`src/rtl/seq101_pkg.sv`:
```
// Shared types and transition functions for the 101 non-overlapping detector.
package seq101_pkg;

  typedef enum logic [1:0] {
    S0 = 2'd0,
    S1 = 2'd1,
    S2 = 2'd2,
    S3 = 2'd3
  } seq_state_t;

  function automatic seq_state_t seq_next(input seq_state_t s, input logic x);
    seq_state_t n;
    case (s)
      S0:      n = x ? S1 : S0;
      S1:      n = x ? S1 : S2;
      S2:      n = x ? S3 : S0;
      default: n = x ? S1 : S0;
    endcase
    return n;
  endfunction

  function automatic logic seq_out(input seq_state_t s);
    return (s == S3);
  endfunction

endpackage

```
`src/rtl/seq101_next_state.sv`:
```
// Shared combinational decoder: one detector step plus "entering S3" flag.
module seq101_next_state
  import seq101_pkg::*;
(
  input  seq_state_t state,
  input  logic       x,
  output seq_state_t next_state,
  output logic       z
);

  always_comb begin
    next_state = seq_next(state, x);
    z          = seq_out(next_state);
  end

endmodule

```
`src/rtl/seq101_channel_arbiter.sv`:
```
// Round-robin time-shares one 101 detector across NCH serial channels,
// keeping per-channel detector context and a saturating match total.
module seq101_channel_arbiter
  import seq101_pkg::*;
#(
  parameter  int unsigned NCH   = 4,
  parameter  int unsigned CNT_W = 8,
  localparam int unsigned IDX_W = $clog2(NCH)
) (
  input  logic             clk,
  input  logic             rst_n,
  input  logic [NCH-1:0]   bit_valid,
  input  logic [NCH-1:0]   bit_in,
  output logic [NCH-1:0]   bit_ready,
  input  logic [NCH-1:0]   clr_ctx,
  output logic             match_valid,
  output logic [IDX_W-1:0] match_chan,
  output logic [CNT_W-1:0] match_total
);

  seq_state_t       ctx [NCH];
  logic [IDX_W-1:0] rr_ptr;
  logic [IDX_W-1:0] gnt_idx;
  logic             gnt_any;
  logic [NCH-1:0]   eligible;
  seq_state_t       cur_state;
  seq_state_t       nxt_state;
  logic             cur_bit;
  logic             nxt_match;

  // A channel being cleared never consumes its bit that cycle.
  assign eligible = bit_valid & ~clr_ctx & {NCH{rst_n}};

  // First eligible channel searching upward from rr_ptr, wrapping at NCH.
  always_comb begin
    logic [IDX_W:0] pos;
    bit_ready = '0;
    gnt_idx   = '0;
    gnt_any   = 1'b0;
    pos       = '0;
    for (int unsigned k = 0; k < NCH; k++) begin
      pos = {1'b0, rr_ptr} + (IDX_W+1)'(k);
      if (pos >= (IDX_W+1)'(NCH)) pos = pos - (IDX_W+1)'(NCH);
      if (!gnt_any && eligible[pos[IDX_W-1:0]]) begin
        gnt_any = 1'b1;
        gnt_idx = pos[IDX_W-1:0];
      end
    end
    if (gnt_any) bit_ready[gnt_idx] = 1'b1;
  end

  assign cur_state = ctx[gnt_idx];
  assign cur_bit   = bit_in[gnt_idx];

  seq101_next_state u_dec (
    .state      (cur_state),
    .x          (cur_bit),
    .next_state (nxt_state),
    .z          (nxt_match)
  );

  always_ff @(posedge clk or negedge rst_n) begin
    if (!rst_n) begin
      for (int i = 0; i < int'(NCH); i++) ctx[i] <= S0;
      rr_ptr      <= '0;
      match_valid <= 1'b0;
      match_chan  <= '0;
      match_total <= '0;
    end else begin
      for (int i = 0; i < int'(NCH); i++) begin
        if (clr_ctx[i])                              ctx[i] <= S0;
        else if (gnt_any && gnt_idx == IDX_W'(i))    ctx[i] <= nxt_state;
      end
      match_valid <= gnt_any & nxt_match;
      if (gnt_any) begin
        rr_ptr <= (gnt_idx == IDX_W'(NCH-1)) ? '0 : gnt_idx + IDX_W'(1);
        if (nxt_match) match_chan <= gnt_idx;
      end
      // Total moves together with the match pulse and sticks at all-ones.
      if (gnt_any && nxt_match && match_total != {CNT_W{1'b1}})
        match_total <= match_total + CNT_W'(1);
    end
  end

endmodule
```
`config.mk`:
```
export PLATFORM = sky130hd
export DESIGN_NAME = seq101_channel_arbiter
export DESIGN_NICKNAME = d
export VERILOG_FILES = /design/src/rtl/seq101_pkg.sv /design/src/rtl/seq101_next_state.sv /design/src/rtl/seq101_channel_arbiter.sv
export SDC_FILE = /design/constraint.sdc
export NUM_CORES = 1
export LEC_CHECK = 0
export ABC_AREA = 0
export CAP_MARGIN = 20
export CORE_MARGIN = 2
export CORE_UTILIZATION = 53
export CTS_BUF_LIST = sky130_fd_sc_hd__clkbuf_8 sky130_fd_sc_hd__clkbuf_16
export DETAILED_ROUTE_END_ITERATION = 16
export PLACE_DENSITY = 0.94
export SYNTH_ARGS = -nofsm -noshare
export SYNTH_HDL_FRONTEND = slang
export SYNTH_SLANG_ARGS = --single-unit
```
`constraint.sdc`:
```
create_clock -name clk -period 6.45 [get_ports clk]
set_input_delay 1.29 -clock clk [delete_from_list [all_inputs] [get_ports clk]]
set_output_delay 1.29 -clock clk [all_outputs]
set_load 0.05 [all_outputs]
```
# ---- Yosys cells after proc, flatten, opt, wreduce, memory -nomap -nowiden
# Cells that the tools add are included.
# Widths: inputs -> output; s select.
dict set report classes {
  n_eq_ne 7
  bitwise 5
  addsub 9
  reduce_logical 19
  muxes 41
  magnitude_cmp 11
}
# cell count
set op_table {}
lappend op_table {{$mux 2} 21}
lappend op_table {{$lt 2x3->1 const B} 5}
lappend op_table {{$ge 3x3->1 const B} 4}
lappend op_table {{$mux 1} 11}
lappend op_table {{$bmux 1 s2} 5}
lappend op_table {{$logic_and 1x1->1} 10}
lappend op_table {{$add 8x1->8 const B} 1}
lappend op_table {{$and 4x4->4} 2}
lappend op_table {{$eq 2x2->1 const B} 4}
lappend op_table {{$ne 8x8->1 const B} 1}
lappend op_table {{$reduce_bool 2->1} 4}
lappend op_table {{$sub 2x1->2 const B} 4}
lappend op_table {{$add 2x2->3 const B} 2}
lappend op_table {{$bmux 2 s2} 1}
lappend op_table {{$eq 2x1->1 const B} 2}
lappend op_table {{$mux 4} 1}
lappend op_table {{$not 4->4} 1}
lappend op_table {{$pmux 2 s2} 1}
lappend op_table {{$add 2x1->3 const B} 1}
lappend op_table {{$ge 2x3->1 const B} 1}
lappend op_table {{$logic_not 1->1} 3}
lappend op_table {{$not 2->3} 1}
lappend op_table {{$add 2x1->2 const B} 1}
lappend op_table {{$demux 1 s2} 1}
lappend op_table {{other kinds (4)} 4}
dict set report word_totals {
  regBits 21
  output_inout_bits 15
  in_bits 14
  word_cells 100
}

# ---- Longest topological paths before layout
dict set report depth {
  depth_word 24
  ltp_mapped 10
}

# ---- Cells and area by module
# From an unflattened synthesis, not the netlist that was laid out.
dict set report unflattened {
  hier_cells 126
  hier_area_um2 1332.5
}
# module n_inst seq_area_each_um2 area_each_um2 cells_per_inst
set by_module_without_submodules {}
lappend by_module_without_submodules {seq101_channel_arbiter 1 525.5 1268.7 119}
lappend by_module_without_submodules {seq101_next_state 1 0.0 63.8 7}

# ---- Worst setup path before layout
# Ideal clock, no wire load.
dict set report synth_path {
  path_kind {input to output}
  from {input clr_ctx[0]}
  to {output bit_ready[0]}
  cell_stages 7
  setup_slack_ps 2355
  t_required_ps 5160
  n_path_buf 1
  arrival_ps 2805
  cell_sequence {nand3b_1 a311oi_2 nor2_4 inv_1 ha_1 and2_1 clkbuf_1}
}
dict set report synth_between {
  elab_chain_len 20
}
# element line
set synth_rtl {}
lappend synth_rtl {{start, declared} seq101_channel_arbiter.sv:15} ;# input logic [NCH-1:0] clr_ctx,
lappend synth_rtl {{$not 4->4 (*)} seq101_channel_arbiter.sv:32} ;# assign eligible = bit_valid & ~clr_ctx & {NCH{rst_n}};
lappend synth_rtl {{$and 4x4->4 (*) (2 in series)} seq101_channel_arbiter.sv:32}
lappend synth_rtl {{$bmux 1 s2} seq101_channel_arbiter.sv:44} ;# if (!gnt_any && eligible[pos[IDX_W-1:0]]) begin
lappend synth_rtl {{$mux 1 (not written as such)} seq101_channel_arbiter.sv:44}
lappend synth_rtl {{$mux 1} seq101_channel_arbiter.sv:44}
lappend synth_rtl {{$logic_not 1->1} seq101_channel_arbiter.sv:44}
lappend synth_rtl {{$logic_and 1x1->1} seq101_channel_arbiter.sv:44}
lappend synth_rtl {{$mux 1} seq101_channel_arbiter.sv:44}
lappend synth_rtl {{[... 4 more ...]} --}
lappend synth_rtl {{$logic_and 1x1->1} seq101_channel_arbiter.sv:44}
lappend synth_rtl {{$mux 2 (*)} seq101_channel_arbiter.sv:44}
lappend synth_rtl {{via gnt_idx[1]} seq101_channel_arbiter.sv:23} ;# logic [IDX_W-1:0] gnt_idx;
lappend synth_rtl {{$lt 2x3->1 (not written as such) or $ge 2x1->1 (tied branches)} seq101_channel_arbiter.sv:49} ;# if (gnt_any) bit_ready[gnt_idx] = 1'b1;
lappend synth_rtl {{$logic_and 1x1->1 (not written as such)} seq101_channel_arbiter.sv:49}
lappend synth_rtl {{$mux 1 (not written as such)} seq101_channel_arbiter.sv:49}
lappend synth_rtl {{$demux 1 s2 (*)} seq101_channel_arbiter.sv:49}
lappend synth_rtl {{$mux 4 (*)} seq101_channel_arbiter.sv:49}
lappend synth_rtl {{end, declared} seq101_channel_arbiter.sv:14} ;# output logic [NCH-1:0] bit_ready,
# The timed path passes the listed nets; every way through them passes the cells marked *. The select of a mux whose other input is x is not followed.

# ---- Worst setup path after layout
dict set report layout_path {
  from {input rst_n}
  to {output bit_ready[2]}
}
dict set report layout_between {
  elab_chain_len 18
}
# element line
set layout_rtl {}
lappend layout_rtl {{start, declared} seq101_channel_arbiter.sv:11} ;# input logic rst_n,
lappend layout_rtl {{$and 4x4->4 (*)} seq101_channel_arbiter.sv:32}
lappend layout_rtl {{$bmux 1 s2} seq101_channel_arbiter.sv:44}
lappend layout_rtl {{$mux 1 (not written as such)} seq101_channel_arbiter.sv:44}
lappend layout_rtl {{$mux 1} seq101_channel_arbiter.sv:44}
lappend layout_rtl {{$logic_not 1->1} seq101_channel_arbiter.sv:44}
lappend layout_rtl {{$logic_and 1x1->1} seq101_channel_arbiter.sv:44}
lappend layout_rtl {{$mux 1} seq101_channel_arbiter.sv:44}
lappend layout_rtl {{$logic_not 1->1} seq101_channel_arbiter.sv:44}
lappend layout_rtl {{[... 3 more ...]} --}
lappend layout_rtl {{$logic_and 1x1->1} seq101_channel_arbiter.sv:44}
lappend layout_rtl {{$mux 2 (*)} seq101_channel_arbiter.sv:44}
lappend layout_rtl {{via gnt_idx[1]} seq101_channel_arbiter.sv:23}
lappend layout_rtl {{$lt 2x3->1 (not written as such) or $ge 2x1->1 (tied branches)} seq101_channel_arbiter.sv:49}
lappend layout_rtl {{$logic_and 1x1->1 (not written as such)} seq101_channel_arbiter.sv:49}
lappend layout_rtl {{$mux 1 (not written as such)} seq101_channel_arbiter.sv:49}
lappend layout_rtl {{$demux 1 s2 (*)} seq101_channel_arbiter.sv:49}
lappend layout_rtl {{$mux 4 (*)} seq101_channel_arbiter.sv:49}
# Marked as above.

==> flow_summary_export.csv <==
group,metric,value,unit
clock_tree,cts-root-buf,"clkbuf_8",
setup_path,r2r-end,"ctx[5]$_DFFE_PN0P_",
pwr,switchingPower,138,µW
sta,drv_slew,0,
sta,rsz0062_at_grt,"no",
setup_path,cp.arrival,4.09,ns
hold_path,hold-path-cell-count,1,
setup_path,ff2ff_path_depth,6,
synthesis,postSynthAreaPerCell,10.5,µm²
placed_design,dpl_cell_area,0.00158,mm²
clock_tree,clk_latency,0.26,ns
sta,setup_viol,0,
sta,max_clock_freq,0.186,GHz
route,wl,2740,µm
clock_tree,cts_buffers,3,
floorplan,die_w,53.1,µm
route,drt_pass1_iterations,4,
synthesis,synth-warning-count,0,
global_routing,grt_overflow,0,
pwr,p_sw_share,37.0,%
sta,worst_slew_pin_slew,0.512,ns
floorplan,dieArea,0.00282,mm²
global_routing,grt.total_usage,22.4,%
route,drt_iter0_drc,13,
setup_path,cpLargestDelayFamily,"buffers and inverters",
pwr,power_density,229,mW/mm²
floorplan,start_util,56.6,%
setup_path,required,5.16,ns
route,antenna_left,0,
clock_tree,cts_setup_buffers,0,
pwr,comb_power_share,33.8,%
finish,multi_input_area,713,µm²
synthesis,syn_inst,122,
setup_path,cp_common_cell,"clkdlybuf4s50_1",
synthesis,async_flop_share,100,%
clock_tree,clk_pin_slew,0.07,ns
finish,diodes,0,
sta,setup_tns,0,ns
clock_tree,cts_tree,"done",
clock_tree,clock_path_buffers,2,
placed_design,portBuffers,28,
sta,finalCritPeriodShare,83.4,%
setup_path,reg2reg_slack,4.09,ns
clock_tree,cts.htree.levels,1,
synthesis,ys_types,42,
synthesis,syn-cell-area,0.00128,mm²
synthesis,synth-edff-count,0,
synthesis,ys_seq_area_share,41.2,%
hold_path,min_path_type,"flip-flop to flip-flop",
run,cap_violations,0,
setup_path,critPathSlowestCell,"clkdlybuf4s50_1",
synthesis,postSynthNetCount,141,
hold_path,worstHoldStart,"match_total[7]$_DFFE_PN0P_",
global_routing,grt_max_degree,16,
finish,nNetsFinal,171,
setup_path,crit_path_max_incr_delay,0.84,ns
finish,syn2layout_area_growth,27.6,%
floorplan,core,0.00225,mm²
setup_path,end_kind,"primary output",
setup_path,critPathKind,"primary input to primary output",
finish,fill_cells,179,
pwr,intPower,235,µW
sta,fin_skew,0.00675,ns
pwr,peakVddDrop,0.169,mV
clock_tree,cts_hold_buffers,0,
setup_path,r2r_start,"rr_ptr[0]$_DFFE_PN0P_",
floorplan,io_pins,29,
setup_path,worstPathCellList,"clkdlybuf4s50_1, clkinv_1, o31a_1, nor2_4, ha_1, and2_1, clkdlybuf4s50_1",
sta,slew_headroom,65.8,%
sta,hold_violations,0,
pwr,seq_power_share,43.4,%
placed_design,routabilityCongestion,0.892,
clock_tree,cts.sinks,21,
finish,seq_area,526,µm²
sta,fin_crit,5.38,ns
setup_path,crit_path_start_kind,"primary input",
placed_design,dp.final_hpwl,2080,µm
clock_tree,cts-resized-gates,0,
synthesis,ys_seq_elements,21,
setup_path,cp_max_fo,10,
floorplan,rows,17,
floorplan,die_h,53.1,µm
hold_path,holdPathEnd,"match_total[7]$_DFFE_PN0P_",
route,drc,0,
finish,drive_above_1_share,9.93,%
setup_path,cp-startpoint,"rst_n",
synthesis,ys.flop_type,"dfrtp_1",
global_routing,grt_pass1_wl,4480,µm
route,viasPerCell,5.80,
setup_path,timing.critical_path.buf_inv,3,
pwr,p_clk_share,22.8,%
global_routing,first_global_vias,1019,
status,status,"completed",
route,wl_per_cell,15.3,µm
pwr,total_leakage_power,0.000660,µW
finish,final_area,0.00163,mm²
global_routing,antenna_found_initial,0,
route,dr_total_vias,1039,
==> cell type report <==
type / instances / share of cell area [%]
multi-input combinational: 91 / 43.8
sequential: 21 / 32.3
timing repair buffer: 29 / 17.7
clock buffer: 3 / 2.53
tap: 28 / 2.15
inverter: 6 / 1.38
clock inverter: 1 / 0.230
==> kinds of logic after synthesis <==
logic type | share of synthesized area, %
AOI/OAI and AO/OA | 17.2
xor gates and xnor gates | 4.80
adders and majority gates | 4.90
buffers and inverters | 2.94
DFF | 41.2
muxes | 6.67
and+or+nand+nor | 22.4
==> layout by cell type, fill, tap and decap left out, types with 2 or more instances in the layout <==
cell type / netlist / layout
a211oi_2: 4 / 4
a21oi_1: 3 / 3
and2_1: 6 / 6
and4_1: 2 / 2
clkbuf_8: 0 / 3
clkdlybuf4s50_1: 0 / 28
dfrtp_1: 21 / 21
ha_1: 5 / 5
inv_1: 5 / 6
mux2_1: 2 / 2
mux2i_1: 4 / 4
nand2_1: 6 / 6
nand2b_1: 2 / 2
nand3b_1: 4 / 4
nand4_1: 3 / 3
nor2_1: 11 / 11
nor2b_1: 4 / 4
nor3b_1: 3 / 3
o211ai_1: 2 / 2
o21ai_0: 2 / 2
o31a_1: 2 / 2
xnor2_1: 5 / 5
xor2_1: 2 / 2
==> through the flow <==
step                      worst slack, ns  hold slack [ns]  util, %  instances  total power [µW]
after floorplan                      2.35            0.493        -        122               243
after global placement               1.15            0.474     70.3        175               286
after detailed placement             1.09            0.484     70.3        175               290
after CTS                            1.05            0.496     72.3        179               375
after global routing                0.911            0.517     72.3        179               389
final                                1.07            0.493     72.3        179               374
==> power groups by stage <==
| stage | sequential, µW | combinational, µW | clock, µW |
|---|---|---|---|
| floorplan | 192 | 50.6 | 0 |
| global placement | 164 | 123 | 0 |
| detailed placement | 164 | 126 | 0 |
| CTS | 162 | 127 | 86.8 |
| global route | 164 | 134 | 90.3 |
| finish | 162 | 126 | 85.3 |
==> sequential cells by signal, summed over array words and instances, names as in the netlist <==
register and flops:
match_chan 2, rr_ptr 2, match_valid 1, ctx 8, match_total 8
==> worst max-delay path by stage <==
stage / to / slack (ns) / depth (start not counted)
6_report: bit_ready[2] / 1.07 / 7
5_1_grt: bit_ready[2] / 0.91 / 7
4_1_cts: bit_ready[2] / 1.05 / 7
3_5_place_dp: bit_ready[2] / 1.09 / 7
3_3_place_gp: bit_ready[2] / 1.15 / 7
2_1_floorplan: bit_ready[0] / 2.35 / 7
==> Yosys cell counts, types with 2 or more instances <==
cell       n  area (µm²)
nor3b_1    3        22.5
dfrtp_1   21         526
xor2_1     2        17.5
nor2_1    11        41.3
xnor2_1    5        43.8
nand4_1    3        18.8
nor2b_1    4        25.0
ha_1       5        62.6
inv_1      5        18.8
and4_1     2        17.5
a21oi_1    3        15.0
clkbuf_1   4        15.0
o211ai_1   2        15.0
mux2_1     2        22.5
a211oi_2   4        50.1
and2_1     6        37.5
o31a_1     2        17.5
o21ai_0    2        10.0
nand3b_1   4        30.0
mux2i_1    4        40.0
nand2_1    6        22.5
nand2b_1   2        12.5
==> per-layer routing <==
| layer | vias to the layer above | GRT usage (%) | share of wire, % |
|---|---|---|---|
| met3 | 11 | 3.11 | 4.2 |
| met1 | 498 | 26.0 | 43 |
| met5 | - | 0 | 0 |
| met2 | 33 | 38.8 | 50 |
| met4 | 0 | 13.2 | 2.8 |
| li1 | 497 | - | - |
No activity file was read; power rests on OpenSTA's default activity.
